File: src/rtl/boot_loader_pkg.sv
// Shared constants and state encodings for the serial boot loader.
package boot_pkg;

    localparam logic [7:0] BOOT_SYNC = 8'hA5;
    localparam int         ADDR_W    = 16;
    localparam int         DATA_W    = 8;

    typedef enum logic [2:0] {
        LD_WAIT_SYNC,
        LD_LEN_HI,
        LD_LEN_LO,
        LD_DATA,
        LD_CHECK,
        LD_RUN
    } ld_state_t;

    typedef enum logic [1:0] {
        RX_IDLE,
        RX_START,
        RX_BITS,
        RX_STOP
    } rx_state_t;

    // A frame is in progress in every state except WaitSync and Run.
    function automatic logic ld_is_busy(input ld_state_t s);
        return !((s == LD_WAIT_SYNC) || (s == LD_RUN));
    endfunction

endpackage

File: src/rtl/boot_loader_if.sv
// Program-memory write port driven by the boot loader.
interface boot_loader_if;
    import boot_pkg::*;

    logic              prog_we;
    logic [ADDR_W-1:0] prog_addr;
    logic [DATA_W-1:0] prog_data;

    modport master (output prog_we, output prog_addr, output prog_data);
    modport slave  (input  prog_we, input  prog_addr, input  prog_data);

endinterface

File: src/rtl/boot_loader_uart_rx_byte.sv
// 8N1 UART byte receiver: 2-flop synchronizer, start-bit glitch rejection,
// centre sampling LSB first, one-cycle rx_valid at the stop-bit centre.
module uart_rx_byte
    import boot_pkg::*;
#(
    parameter int CLKS_PER_BIT = 434
) (
    input  logic       clk,
    input  logic       sync_rst,
    input  logic       uart_rx,
    output logic [7:0] rx_data,
    output logic       rx_valid,
    output logic       rx_ferr
);

    localparam int            CW       = (CLKS_PER_BIT > 1) ? $clog2(CLKS_PER_BIT) : 1;
    localparam logic [CW-1:0] HALF_END = CW'(CLKS_PER_BIT / 2 - 1);
    localparam logic [CW-1:0] BIT_END  = CW'(CLKS_PER_BIT - 1);

    logic          rx_meta;
    logic          rx_sync;
    logic          rx_prev;
    rx_state_t     state;
    logic [CW-1:0] clk_cnt;
    logic [2:0]    bit_idx;
    logic [7:0]    shift;

    // Synchronize the asynchronous line and keep one extra stage for edge detection.
    // NOTE: these flops reset to 1 (line idle) so that leaving reset never looks like a start edge.
    always_ff @(posedge clk or negedge sync_rst) begin
        if (!sync_rst) begin
            rx_meta <= 1'b1;
            rx_sync <= 1'b1;
            rx_prev <= 1'b1;
        end else begin
            rx_meta <= uart_rx;
            rx_sync <= rx_meta;
            rx_prev <= rx_sync;
        end
    end

    // Bit-timing state machine: detect start, re-check it mid-bit, shift data, sample stop.
    // NOTE: all state here uses non-blocking assignments so every flop sees pre-edge values.
    always_ff @(posedge clk or negedge sync_rst) begin
        if (!sync_rst) begin
            state    <= RX_IDLE;
            clk_cnt  <= '0;
            bit_idx  <= '0;
            shift    <= '0;
            rx_data  <= '0;
            rx_valid <= 1'b0;
            rx_ferr  <= 1'b0;
        end else begin
            rx_valid <= 1'b0;
            case (state)
                RX_IDLE: begin
                    clk_cnt <= '0;
                    if (rx_prev && !rx_sync) begin
                        state <= RX_START;
                    end
                end
                RX_START: begin
                    if (clk_cnt == HALF_END) begin
                        clk_cnt <= '0;
                        bit_idx <= '0;
                        state   <= rx_sync ? RX_IDLE : RX_BITS;
                    end else begin
                        clk_cnt <= clk_cnt + 1'b1;
                    end
                end
                RX_BITS: begin
                    if (clk_cnt == BIT_END) begin
                        clk_cnt <= '0;
                        shift   <= {rx_sync, shift[7:1]};
                        if (bit_idx == 3'd7) begin
                            state <= RX_STOP;
                        end else begin
                            bit_idx <= bit_idx + 1'b1;
                        end
                    end else begin
                        clk_cnt <= clk_cnt + 1'b1;
                    end
                end
                RX_STOP: begin
                    if (clk_cnt == BIT_END) begin
                        clk_cnt  <= '0;
                        rx_valid <= 1'b1;
                        rx_ferr  <= !rx_sync;
                        rx_data  <= shift;
                        state    <= RX_IDLE;
                    end else begin
                        clk_cnt <= clk_cnt + 1'b1;
                    end
                end
                default: state <= RX_IDLE;
            endcase
        end
    end

endmodule

File: src/rtl/boot_loader.sv
// Serial boot loader: parses A5/LEN_HI/LEN_LO/data/CHK frames, writes data to
// program memory and releases the CPU once a frame's checksum is good.
// Optional build macro BOOT_TIMEOUT_EN adds an inter-byte timeout while busy.
module boot_loader
    import boot_pkg::*;
#(
    parameter int CLKS_PER_BIT = 434,
    parameter int TIMEOUT_CLKS = 1_000_000
) (
    input  logic          clk,
    input  logic          sync_rst,
    input  logic          uart_rx,
    boot_loader_if.master prog,
    output logic          cpu_run,
    output logic          busy,
    output logic          err
);

    if ((CLKS_PER_BIT < 4) || (TIMEOUT_CLKS < 1)) begin : g_param_check
        $error("boot_loader: CLKS_PER_BIT must be >= 4 and TIMEOUT_CLKS >= 1");
    end

    logic [7:0]        rx_data;
    logic              rx_valid;
    logic              rx_ferr;
    ld_state_t         state;
    logic [ADDR_W-1:0] len;
    logic [ADDR_W-1:0] addr;
    logic [7:0]        sum;
    logic              timeout_hit;

    uart_rx_byte #(
        .CLKS_PER_BIT (CLKS_PER_BIT)
    ) u_rx (
        .clk      (clk),
        .sync_rst (sync_rst),
        .uart_rx  (uart_rx),
        .rx_data  (rx_data),
        .rx_valid (rx_valid),
        .rx_ferr  (rx_ferr)
    );

`ifdef BOOT_TIMEOUT_EN
    logic [31:0] to_cnt;

    assign timeout_hit = busy && (to_cnt == 32'(TIMEOUT_CLKS - 1));

    // Inter-byte timer: restarts on every received byte, idles outside a frame.
    always_ff @(posedge clk or negedge sync_rst) begin
        if (!sync_rst) begin
            to_cnt <= '0;
        end else if (rx_valid || !busy) begin
            to_cnt <= '0;
        end else begin
            to_cnt <= to_cnt + 1'b1;
        end
    end
`else
    assign timeout_hit = 1'b0;
`endif

    // Framing FSM with registered write port, run, busy and error outputs.
    always_ff @(posedge clk or negedge sync_rst) begin
        if (!sync_rst) begin
            state          <= LD_WAIT_SYNC;
            len            <= '0;
            addr           <= '0;
            sum            <= '0;
            prog.prog_we   <= 1'b0;
            prog.prog_addr <= '0;
            prog.prog_data <= '0;
            cpu_run        <= 1'b0;
            busy           <= 1'b0;
            err            <= 1'b0;
        end else begin
            prog.prog_we <= 1'b0;
            if (rx_valid && rx_ferr) begin
                // A corrupted byte aborts a frame in progress; elsewhere it is dropped.
                if (ld_is_busy(state)) begin
                    err   <= 1'b1;
                    busy  <= 1'b0;
                    state <= LD_WAIT_SYNC;
                end
            end else if (rx_valid) begin
                case (state)
                    LD_WAIT_SYNC: begin
                        if (rx_data == BOOT_SYNC) begin
                            err   <= 1'b0;
                            busy  <= 1'b1;
                            state <= LD_LEN_HI;
                        end
                    end
                    LD_LEN_HI: begin
                        len[15:8] <= rx_data;
                        state     <= LD_LEN_LO;
                    end
                    LD_LEN_LO: begin
                        len[7:0] <= rx_data;
                        addr     <= '0;
                        sum      <= '0;
                        state    <= ({len[15:8], rx_data} == 16'd0) ? LD_CHECK : LD_DATA;
                    end
                    LD_DATA: begin
                        prog.prog_we   <= 1'b1;
                        prog.prog_addr <= addr;
                        prog.prog_data <= rx_data;
                        addr           <= addr + 1'b1;
                        sum            <= sum + rx_data;
                        if (addr == len - 16'd1) begin
                            state <= LD_CHECK;
                        end
                    end
                    LD_CHECK: begin
                        busy <= 1'b0;
                        if (8'(sum + rx_data) == 8'h00) begin
                            cpu_run <= 1'b1;
                            state   <= LD_RUN;
                        end else begin
                            err   <= 1'b1;
                            state <= LD_WAIT_SYNC;
                        end
                    end
                    LD_RUN: begin
                        if (rx_data == BOOT_SYNC) begin
                            cpu_run <= 1'b0;
                            err     <= 1'b0;
                            busy    <= 1'b1;
                            state   <= LD_LEN_HI;
                        end
                    end
                    default: begin
                        busy  <= 1'b0;
                        state <= LD_WAIT_SYNC;
                    end
                endcase
            end else if (timeout_hit) begin
                err   <= 1'b1;
                busy  <= 1'b0;
                state <= LD_WAIT_SYNC;
            end
        end
    end

endmodule

File: src/flat_wrapper.sv
// flat-port wrapper written by rule: the top's interface ports become plain ports
module boot_loader_flat import boot_pkg::*;
#(
    parameter int CLKS_PER_BIT = 434,
    parameter int TIMEOUT_CLKS = 1_000_000
)
  (clk, sync_rst, uart_rx, cpu_run, busy, err, prog_prog_we, prog_prog_addr, prog_prog_data);
  boot_loader_if prog_i ();
  input  logic clk;
  input  logic sync_rst;
  input  logic uart_rx;
  output logic cpu_run;
  output logic busy;
  output logic err;
  output wire logic [$bits(prog_i.prog_we)-1:0] prog_prog_we;
  output wire logic [$bits(prog_i.prog_addr)-1:0] prog_prog_addr;
  output wire logic [$bits(prog_i.prog_data)-1:0] prog_prog_data;
  assign prog_prog_we = prog_i.prog_we;
  assign prog_prog_addr = prog_i.prog_addr;
  assign prog_prog_data = prog_i.prog_data;
  boot_loader #(.CLKS_PER_BIT(CLKS_PER_BIT), .TIMEOUT_CLKS(TIMEOUT_CLKS)) u_core (.clk(clk), .sync_rst(sync_rst), .uart_rx(uart_rx), .prog(prog_i), .cpu_run(cpu_run), .busy(busy), .err(err));
endmodule
File: config.mk
export PLATFORM = sky130hd
export DESIGN_NAME = boot_loader_flat
export DESIGN_NICKNAME = d
export VERILOG_FILES = /design/src/rtl/boot_loader_pkg.sv /design/src/rtl/boot_loader_if.sv /design/src/rtl/boot_loader_uart_rx_byte.sv /design/src/rtl/boot_loader.sv /design/src/flat_wrapper.sv
export SDC_FILE = /design/constraint.sdc
export NUM_CORES = 1
export LEC_CHECK = 0
export BUFFER_PORTS_ARGS = -buffer_cell sky130_fd_sc_hd__buf_4
export CORE_MARGIN = 3
export CORE_UTILIZATION = 66
export DETAILED_ROUTE_END_ITERATION = 10
export PLACE_DENSITY = 0.94
export SLEW_MARGIN = 5
export SYNTH_ARGS = -nofsm -noshare
export SYNTH_HDL_FRONTEND = slang
export SYNTH_HIERARCHICAL = 1
export SYNTH_SLANG_ARGS = --single-unit
export TNS_END_PERCENT = 10
File: constraint.sdc
create_clock -name clk -period 6.1 [get_ports clk]
set_clock_uncertainty 0.1 [all_clocks]
set_input_delay 1.22 -clock clk [delete_from_list [all_inputs] [get_ports clk]]
set_output_delay 1.22 -clock clk [all_outputs]
set_load 0.005 [all_outputs]
* Word-level counts from Yosys, hierarchy flattened
Index checks and enable logic that the tools add are counted.
** Storage, ports and cells
- Flip-flop bits (word level) :: 106
- Input port bits :: 3
- Output and inout bits :: 28
- Logic and storage cells :: 123
** Cells by class
- Add/subtract/negate cells :: 5
- Equal/unequal tests :: 26
- Muxes and demuxes :: 42
- Bitwise operators :: 1
- Reduce and logical (&&, ||, !) cells :: 28
** Operators with widths (count)
- $pmux W16 S2 :: 1
- $mux W3 :: 10
- $pmux W9 S3 :: 1
- $mux W9 :: 2
- $add A16 B1 Y16 const B :: 1
- $eq A16 B16 Y1 :: 1
- $logic_not A16 Y1 :: 1
- $ne A2 B2 Y1 const B :: 8
- $pmux W8 S2 :: 1
- $sub A16 B1 Y16 const B :: 1
- $mux W1 :: 15
- $pmux W3 S5 :: 1
- $reduce_and A5 Y1 :: 3
- $mux W2 :: 6
- $reduce_and A3 Y1 :: 4
- $reduce_and A4 Y1 :: 3
- $add A9 B1 Y9 const B :: 1
- $eq A3 B3 Y1 const B :: 3
- $eq A9 B8 Y1 const B :: 1
- $eq A9 B9 Y1 const B :: 1
- $add A8 B8 Y8 :: 1
- $eq A8 B8 Y1 const B :: 1
- $logic_not A8 Y1 :: 1
- $pmux W2 S4 :: 1
- 21 further kinds :: 33

* Logic depth before layout (Yosys ltp)
Gate-level depths: netlist of run 1.
- Depth after elaboration :: 6
- Depth in mapped cells :: 9
- Mapped depth without buffers :: 9

* Hierarchy
Netlist of run 1, hierarchy kept.
** Modules (own cells, without submodules)
- boot_loader :: instances 1, cells each 435, area an instance 3942.5 um2, sequential area each 1776.7 um2
- uart_rx_byte :: instances 1, cells each 127, area an instance 1616.6 um2, sequential area each 879.6 um2

* Worst setup path after synthesis of run 1
No wires, ideal clock.
- Path type :: register to register
- Start point :: register u_core.len[2]
- End point :: register u_core.state[2]
- Library setup time :: 0.128 ns
- Arrival time :: 2.895 ns
- Data required time :: 5.872 ns
- Slack :: 2.978 ns
- Cell stages (with the launch flop) :: 10
- Path buffers :: 2
- Clock period less this slack :: 3.122 ns
- Cells stage by stage :: dfrtp_1 > buf_6 > or4_1 > buf_2 > or4_4 > a211oi_2 > nor3_1 > or4b_4 > o31ai_4 > mux2_1
** Between the ends
- Longest elaborated chain between the ends :: 4
** RTL lines
- start, declared :: RTL line boot_loader.sv:27 : logic [ADDR_W-1:0] len;
- start signal, assigned :: RTL line boot_loader.sv:98 : len[7:0] <= rx_data;
- $sub A16 B1 Y16 :: RTL line boot_loader.sv:109 : if (addr == len - 16'd1) begin
- $eq A16 B16 Y1 :: RTL line boot_loader.sv:109
- $ne A3 B1 Y1 (no line)
- $reduce_and A4 Y1 (no line)
- end signal, assigned :: RTL line boot_loader.sv:101 : state <= ({len[15:8], rx_data} == 16'd0) ? LD_CHECK : LD_DATA;
- end, declared :: RTL line boot_loader.sv:26 : ld_state_t state;
Every way passes these cells.
A chain may end at the register's enable or synchronous reset.

* Worst setup path in the final report of run 1
- Start point :: register u_core.len[0]
- End point :: register u_core.state[2]
The elaborated chain is that of the path after synthesis.

==> flow_summary.yaml, run 1 <==
run_status:
  run_status: "finished, final reports clean"
clock_tree:
  cts.sink_count: 106
  postCtsHoldBufs: 0
  clk_latency_ns: 0.37
  clock_path_buffers: 2
  ctsHtreeMaxLevel: 3
  cts_setup_buffers: 0
  worst_setup_hold_path_clk_slew_ns: 0.10
  clockRootBuffer: "sky130_fd_sc_hd__clkbuf_8"
  cts_buffers: 9
  postCtsResizedCells: 0
  clock_tree_from_tritoncts: "yes"
global_route:
  grt_pass1_wl_um: 21700
  track_usage: 0.279
  largest_net_degree_at_the_start_of_global_routing: 64
  grt_overflow_total: 0
  first_global_vias: 4522
  antenna_found_initial: 0
timing:
  timing_max_transition_violations_final: 0
  rsz0062_at_grt: "no"
  report.final.hold_viol_count: 0
  max_slew.worst_pin.slew_ns: 1.30
  period_minus_slack_ns: 3.40
  setup_viol: 0
  fin_crit_sh: 0.557
  fmaxAchievable_mhz: 294
  final_critical_path_setup_slack_ns: 2.70
  max-slew-margin-rel: 0.126
  final.setup.tns_ns: 0
placement:
  worst_slack_after_detailed_placement_ns: 2.86
  dpl_cell_area_um2: 5810
  dp_cells: 672
  port_buffers: 30
  gpl.final_weighted_congestion: 0.941
  place_hpwl_um: 8630
layout:
  antenna-diode-count: 0
  post_route_cells_drive_above_1_share: 0.159
  postLayoutCellArea_um2: 6020
  fillerInstances: 506
  final_nets: 599
  area_growth_syn_to_layout_pct: 8.22
  fin_cells: 688
  post-route-util: 0.755
hold_path:
  hold_path_class: "flop to flop"
  holdPathStages: 0
logic_synthesis:
  netlist.area_leader.share: 0.464
  ys_async_sr_fraction: 1.00
  leading_area_contributor_after_synthesis: "sky130_fd_sc_hd__dfrtp_1"
  syn-mean-instance-area_um2: 9.89
  postSynthNetCount: 580
  yosys_warnings: 6
  netlist_instances: 562
  synth.ff_latch_count: 106
  synth-seq-area-share: 0.478
  synth_area_um2: 5560
  synth.top_cells.by_count: "sky130_fd_sc_hd__nand2_1 (105), sky130_fd_sc_hd__dfrtp_1 (103), sky130_fd_sc_hd__o21ai_0 (32), sky130_fd_sc_hd__mux2_2 (30), sky130_fd_sc_hd__or3_1 (19)"
  synthFlopType: "sky130_fd_sc_hd__dfrtp_1"
  yosys.cell_types.count: 63
  synth_most_common_cell: "sky130_fd_sc_hd__nand2_1"
  largest_cells_by_area_after_synthesis: "sky130_fd_sc_hd__dfrtp_1 (46%), sky130_fd_sc_hd__nand2_1 (7.1%), sky130_fd_sc_hd__mux2_2 (6.1%)"
  synth_enable_flop_cells: 0
route:
  detail_route.vias_per_cell: 6.55
  dr.pass1.iters: 5
  detail_route.wl_per_cell_um: 18.7
  routed-via-count: 4504
  route.final.wire_length_um: 12800
  ant_nets: 0
  drc: 0
  drt_iter0_markers: 406
worst_setup_path:
  worst_setup_path_start_kind: "flop"
  worstReg2RegStart: "u_core/len[0]"
  worst_r2r_path_depth: 9
  required_ns: 6.25
  critical_path.startpoint: "u_core/len[0]"
  worst_setup_path_end: "u_core/state[2]"
  worstSetupPathType: "flop to flop"
  crit_path_max_fanout: 6
  worstSetupEndpointType: "flop"
  worstReg2RegEnd: "u_core/state[2]"
  timing.reg2reg.setup_slack_ns: 2.70
  crit_arrival_ns: 3.55
power:
  leakage_nw: 2.99
  worst_ir_drop_vdd_uv: 243
  power-per-cell-area_nw_per_um2: 214
die:
  floorplan.die.height_um: 97.8
  core_region_area_um2: 7970
  floorplan.die_area_um2: 9560
  initial_utilization: 0.698
  floorplan.io_pins: 31
  num_rows: 32
  die_w_um: 97.8
run:
  max-cap-violations: 0
registers in the layout (all words and copies together) (netlist names), 3 cells and up, named ones only:
name / count
u_core/len: 16
u_core/u_rx/rx_data: 8
u_core/prog.prog_addr: 16
u_core/sum: 8
u_core/u_rx/shift: 8
u_core/addr: 16
u_core/u_rx/bit_idx: 3
u_core/prog.prog_data: 8
u_core/state: 3
u_core/u_rx/clk_cnt: 9
cell families (layout without fill, tap and decap cells):
| logic type | count (synthesis) | in the layout | share of synthesized area |
|---|---|---|---|
| and+or+nand+nor | 234 | 234 | 0.212 |
| DFF | 106 | 106 | 0.478 |
| xor gates and xnor gates | 35 | 35 | 0.0551 |
| AOI/OAI and AO/OA | 96 | 96 | 0.116 |
| adders and majority gates | 15 | 15 | 0.0351 |
| buffers and inverters | 43 | 67 | 0.0349 |
| muxes | 33 | 33 | 0.0686 |
layout make-up:
cell class | instances | area [um^2] | share of cell area
clock inverters | 4 | 58.8 | 0.00978
repair buffers | 34 | 255 | 0.0424
multi-input cells | 413 | 2710 | 0.450
flip-flops and latches | 106 | 2660 | 0.442
well taps | 102 | 128 | 0.0212
clock buffers | 12 | 145 | 0.0241
inverters | 17 | 63.8 | 0.0106
power by group:
| part | total [mW] | switching, mW | internal, mW | leakage (nW) |
|---|---|---|---|---|
| Sequential | 0.760 | 0.0350 | 0.725 | 1.45 |
| Clock | 0.447 | 0.240 | 0.207 | 0.103 |
| Combinational | 0.0794 | 0.0465 | 0.0329 | 1.43 |
how the worst min path moves through the flow:
stage / slack [ns] / to / from
2_1_floorplan: 0.25 / u_core/u_rx/rx_sync / u_core/u_rx/rx_meta
3_3_place_gp: 0.25 / u_core/u_rx/rx_sync / u_core/u_rx/rx_meta
3_5_place_dp: 0.25 / u_core/u_rx/rx_sync / u_core/u_rx/rx_meta
4_1_cts: 0.26 / u_core/u_rx/rx_sync / u_core/u_rx/rx_meta
5_1_grt: 0.27 / u_core/u_rx/rx_sync / u_core/u_rx/rx_meta
6_report: 0.26 / u_core/u_rx/rx_sync / u_core/u_rx/rx_meta
per-layer routing:
layer  global-route usage  vias to the layer above  part of all wire
met2                0.473                      228              0.49
met3               0.0593                       49             0.069
met1                0.355                     2193              0.40
li1                     -                     2034                 -
met4                0.104                        0             0.033
met5                    0                        -                 0
cells in the final DEF, fill, tap and decap left out, drive strengths merged, types with 3 or more instances in the layout:
master and n:
dfstp 3, a21oi 16, nor2 18, or2 6, nand2 105, o31ai 6, nor3b 7, clkbuf 12
and3 5, o211ai 6, xor2 18, buf 34, nor4 7, xnor2 17, nor2b 6, a22oi 6
a22o 5, nand2b 4, nand3 17, a221oi 3, or4 7, nor3 11, nand4 10, or4b 3
o21ai 33, mux2 31, dfrtp 103, o311ai 6, inv 18, or3 19, ha 14
worst max-delay path, stage by stage, from the launching register on:
cell	delay [ns]
sky130_fd_sc_hd__dfrtp_1	0.43
sky130_fd_sc_hd__inv_1	0.12
sky130_fd_sc_hd__ha_1	0.27
sky130_fd_sc_hd__or4b_1	0.57
sky130_fd_sc_hd__or2_2	0.37
sky130_fd_sc_hd__xnor2_1	0.15
sky130_fd_sc_hd__nor4_1	0.16
sky130_fd_sc_hd__or4b_4	0.52
sky130_fd_sc_hd__o31ai_4	0.21
sky130_fd_sc_hd__mux2_1	0.36
per-stage QoR:
stage	hold WS, ns	power (mW)
3_3_place_gp	0.247	0.845
3_5_place_dp	0.247	0.854
4_1_cts	0.262	1.29
5_1_grt	0.272	1.34
2_1_floorplan	0.245	0.835
6_report	0.262	1.29
No activity file was read; power rests on OpenSTA's default activity.
==> run 2, diff against run 1 <==
Settings changed: CORE_UTILIZATION 66 to 61, PLACE_DENSITY 0.94 to 0.89.
Clock period 6.1 ns to 3.3 ns, I/O delays scaled along.
==> flow_summary.yaml, run 2 (synthesized netlist as in run 1, its figures left out) <==
placement:
  gpl.final_weighted_congestion: 0.945
  dpl_cell_area_um2: 5970
  port_buffers: 30
  place_hpwl_um: 8840
  worst_slack_after_detailed_placement_ns: 0.0219
global_route:
  first_global_vias: 4370
  antenna_found_initial: 0
  track_usage: 0.258
  grt_pass1_wl_um: 21000
  grt_overflow_total: 0
  largest_net_degree_at_the_start_of_global_routing: 59
timing:
  final_critical_path_setup_slack_ns: 0.119
  timing_max_transition_violations_final: 0
  fin_crit_sh: 0.964
  fmaxAchievable_mhz: 314
  final.setup.tns_ns: 0
  setup_viol: 0
  max_slew.worst_pin.slew_ns: 0.659
  period_minus_slack_ns: 3.18
  report.final.hold_viol_count: 0
  max-slew-margin-rel: 0.561
clock_tree:
  clock_path_buffers: 2
  worst_setup_hold_path_clk_slew_ns: 0.11
  clk_latency_ns: 0.38
  clockRootBuffer: "sky130_fd_sc_hd__clkbuf_8"
  cts_buffers: 9
  cts.sink_count: 106
  clock_tree_from_tritoncts: "yes"
  postCtsHoldBufs: 0
  ctsHtreeMaxLevel: 3
worst_setup_path:
  required_ns: 3.47
  critical_path.startpoint: "u_core/len[1]"
  worst_r2r_path_depth: 9
  critical_path_cell_count: 9
  crit_arrival_ns: 3.35
  timing.reg2reg.setup_slack_ns: 0.12
  path_common_cell: "sky130_fd_sc_hd__or4b_4"
  worstReg2RegStart: "u_core/len[1]"
  max_stage_delay_ns: 0.52
  worstSetupEndpointType: "flop"
  worstSetupPathType: "flop to flop"
  critical_path_buf_inv_count: 1
  crit_path_max_fanout: 6
  worst_setup_path_start_kind: "flop"
  worst_path_max_delay_cell: "sky130_fd_sc_hd__or4b_4"
  critical_path.top_delay_family: "simple AND/OR/NAND/NOR gates"
  worstReg2RegEnd: "u_core/state[2]"
  cp_cell_sequence: "inv_1, ha_2, or4b_4, or2_2, xnor2_1, nor4_2, or4b_4, o31ai_4, mux2_1"
power:
  worst_ir_drop_vdd_uv: 352
  total_power_mw: 2.43
  power-per-cell-area_nw_per_um2: 392
  leakage_nw: 3.11
layout:
  final_nets: 618
  area_growth_syn_to_layout_pct: 11.9
  top_regs: "u_core/addr (16), u_core/len (16), u_core/prog.prog_addr (16)"
  layout.cells.most_common: "sky130_fd_sc_hd__nand2_1"
  postLayoutCellArea_um2: 6220
  antenna-diode-count: 0
  post_route_cells_drive_above_1_share: 0.193
  post-route-util: 0.706
  mostFrequentLayoutCells: "sky130_fd_sc_hd__nand2_1 (105), sky130_fd_sc_hd__dfrtp_1 (103), sky130_fd_sc_hd__buf_4 (52)"
route:
  routed-via-count: 4458
  detail_route.wl_per_cell_um: 18.1
  ant_nets: 0
  drt_iter0_markers: 273
  dr.pass1.iters: 5
  detail_route.vias_per_cell: 6.25
  drc: 0
  route.final.wire_length_um: 12900
run:
  max-cap-violations: 0
die:
  initial_utilization: 0.631
  floorplan.die_area_um2: 10300
  core_region_area_um2: 8810
  floorplan.io_pins: 31
  num_rows: 34
  floorplan.die.height_um: 101
  die_w_um: 101
hold_path:
  hold_path_class: "primary input to async pin"
run_status:
  run_status: "finished, final reports clean"
-- run 2: where the power goes --
part           leakage, nW  switching [mW]  internal [mW]
clock                0.114           0.503          0.379
sequential            1.45          0.0656           1.34
combinational         1.54          0.0834         0.0629
total                 3.11           0.652           1.78
-- run 2: what timing repair did --
action	CTS	global route
setup buffers	0	1
setup endpoints to repair	1	1
gates resized for setup	1	2
-- run 2: worst max path at each step --
stage	to	slack, ns
after floorplan	u_core/state[2]	0.18
after global placement	u_core/state[2]	0.19
after detailed placement	u_core/state[2]	0.02
after CTS	u_core/state[2]	0.02
after global routing	u_core/state[2]	-0.02
final	u_core/state[2]	0.12
-- run 2: area by class of cell --
class	count	area, um^2
clock buffers	9	124
well taps	108	135
repair buffers	53	410
fillers	614	2590
inverters	17	63.8
clock inverters	7	108
flip-flops and latches	106	2660
multi-input cells	413	2720
-- run 2: metal layers --
| metal | global-route usage | up-vias | wire (um) |
|---|---|---|---|
| met1 | 0.333 | 2180 | 5500 |
| met3 | 0.0537 | 24 | 642 |
| li1 | - | 2074 | - |
| met5 | 0 | - | 0 |
| met2 | 0.433 | 180 | 6450 |
| met4 | 0.0890 | 0 | 297 |
-- run 2: stage by stage --
stage	hold WS, ns	instances
floorplan	0.245	562
global placement	0.247	696
detailed placement	0.249	696
CTS	0.211	712
global route	0.234	713
finish	0.197	713
==> run 3, diff against run 2 <==
Clock period 3.3 ns to 3.51 ns, I/O delays scaled along.
==> flow_summary.yaml, run 3 (synthesized netlist as in run 1, its figures left out) <==
run_status:
  run_status: "finished, final reports clean"
clock_tree:
  clock_path_buffers: 2
  postCtsResizedCells: 0
  cts_buffers: 9
  worst_setup_hold_path_clk_slew_ns: 0.10
  clockRootBuffer: "sky130_fd_sc_hd__clkbuf_8"
  ctsHtreeMaxLevel: 3
  clock_tree_from_tritoncts: "yes"
  clk_latency_ns: 0.36
  cts_setup_buffers: 0
  cts.sink_count: 106
  postCtsHoldBufs: 0
global_route:
  grt_pass1_wl_um: 21000
  first_global_vias: 4432
  antenna_found_initial: 0
  largest_net_degree_at_the_start_of_global_routing: 65
  track_usage: 0.256
  grt_overflow_total: 0
die:
  initial_utilization: 0.631
  die_w_um: 101
  floorplan.die.height_um: 101
  num_rows: 34
  floorplan.die_area_um2: 10300
  floorplan.io_pins: 31
  core_region_area_um2: 8810
worst_setup_path:
  worst_r2r_path_depth: 9
  worstSetupPathType: "flop to flop"
  cp_cell_sequence: "inv_1, ha_1, or4b_1, or2_2, xnor2_1, nor4_1, or4b_4, o31ai_4, mux2_1"
  crit_arrival_ns: 3.54
  worstReg2RegStart: "u_core/len[0]"
  worst_setup_path_end: "u_core/state[2]"
  critical_path.top_delay_family: "simple AND/OR/NAND/NOR gates"
  critical_path.startpoint: "u_core/len[0]"
  worst_path_max_delay_cell: "sky130_fd_sc_hd__or4b_1"
  max_stage_delay_ns: 0.53
  worstReg2RegEnd: "u_core/state[2]"
  timing.reg2reg.setup_slack_ns: 0.11
  worst_setup_path_start_kind: "flop"
  critical_path_cell_count: 9
  crit_path_max_fanout: 6
  worstSetupEndpointType: "flop"
  critical_path_buf_inv_count: 1
  required_ns: 3.65
route:
  dr.pass1.iters: 5
  route.final.wire_length_um: 12700
  detail_route.wl_per_cell_um: 18.1
  ant_nets: 0
  drc: 0
  drt_iter0_markers: 275
  routed-via-count: 4394
  detail_route.vias_per_cell: 6.28
timing:
  rsz0062_at_grt: "no"
  final.setup.tns_ns: 0
  period_minus_slack_ns: 3.40
  max_slew.worst_pin.slew_ns: 0.861
  max-slew-margin-rel: 0.423
  report.final.hold_viol_count: 0
  fin_crit_sh: 0.969
  fmaxAchievable_mhz: 294
  setup_viol: 0
  timing_max_transition_violations_final: 0
hold_path:
  hold_path_class: "flop to flop"
  holdPathStages: 0
layout:
  layout.cells.most_common: "sky130_fd_sc_hd__nand2_1"
  final_nets: 605
  fillerInstances: 640
  top_regs: "u_core/addr (16), u_core/len (16), u_core/prog.prog_addr (16)"
  register_area_um2: 2660
  post_route_cells_drive_above_1_share: 0.171
  postLayoutCellArea_um2: 6060
  area_growth_syn_to_layout_pct: 9.09
  multiInputGateArea_um2: 2710
  antenna-diode-count: 0
  mostFrequentLayoutCells: "sky130_fd_sc_hd__nand2_1 (105), sky130_fd_sc_hd__dfrtp_1 (103), sky130_fd_sc_hd__buf_4 (39)"
placement:
  port_buffers: 30
  place_hpwl_um: 8720
  gpl.final_weighted_congestion: 0.896
  dpl_cell_area_um2: 5880
power:
  worst_ir_drop_vdd_uv: 379
  leakage_nw: 3.02
  power-per-cell-area_nw_per_um2: 361
run:
  max-cap-violations: 0
==> run 3: cell types whose count changed in the layout (fill, tap and decap cells not counted), sizes merged <==
cell / delta
buf: -13
clkbuf: +2
bufinv: -1
clkinv: -1
==> run 3: how the worst min path moves through the flow <==
| stage | start | end | slack (ns) |
|---|---|---|---|
| global route | u_core/u_rx/rx_meta | u_core/u_rx/rx_sync | 0.27 |
| CTS | u_core/u_rx/rx_meta | u_core/u_rx/rx_sync | 0.26 |
| finish | u_core/u_rx/rx_meta | u_core/u_rx/rx_sync | 0.26 |
| detailed placement | u_core/u_rx/rx_meta | u_core/u_rx/rx_sync | 0.25 |
| global placement | u_core/u_rx/rx_meta | u_core/u_rx/rx_sync | 0.25 |
| floorplan | u_core/u_rx/rx_meta | u_core/u_rx/rx_sync | 0.25 |
==> run 3: power by group <==
| part | internal (mW) | switching, mW | leakage (nW) |
|---|---|---|---|
| logic | 0.0596 | 0.0828 | 1.47 |
| clock network | 0.302 | 0.416 | 0.100 |
| registers | 1.26 | 0.0673 | 1.45 |
| total | 1.62 | 0.566 | 3.02 |
==> run 3: area by class of cell <==
type                            instances  share of cell area
Clock buffer                           11              0.0250
Clock inverter                          5             0.00598
Inverter                               17              0.0105
Multi-Input combinational cell        413               0.447
Sequential cell                       106               0.438
Tap cell                              108              0.0223
Timing Repair Buffer                   40              0.0516
==> run 3: stage by stage <==
step	hold slack, ns	setup slack [ns]	util	cells	power, mW
CTS	0.265	0.146	0.689	700	2.20
global route	0.272	0.0607	0.689	700	2.28
finish	0.262	0.109	0.689	700	2.19
floorplan	0.245	0.388	-	562	1.45
detailed placement	0.249	0.212	0.667	684	1.49
global placement	0.246	0.348	0.667	684	1.47
==> run 3: routing by layer <==
layer | routed length [um] | part of all wire | vias to the layer above | GRT usage
met2 | 6530 | 0.52 | 154 | 0.439
met3 | 591 | 0.047 | 26 | 0.0406
met1 | 5260 | 0.42 | 2167 | 0.326
met5 | 0 | 0 | - | 0
li1 | - | - | 2047 | -
met4 | 274 | 0.022 | 0 | 0.100
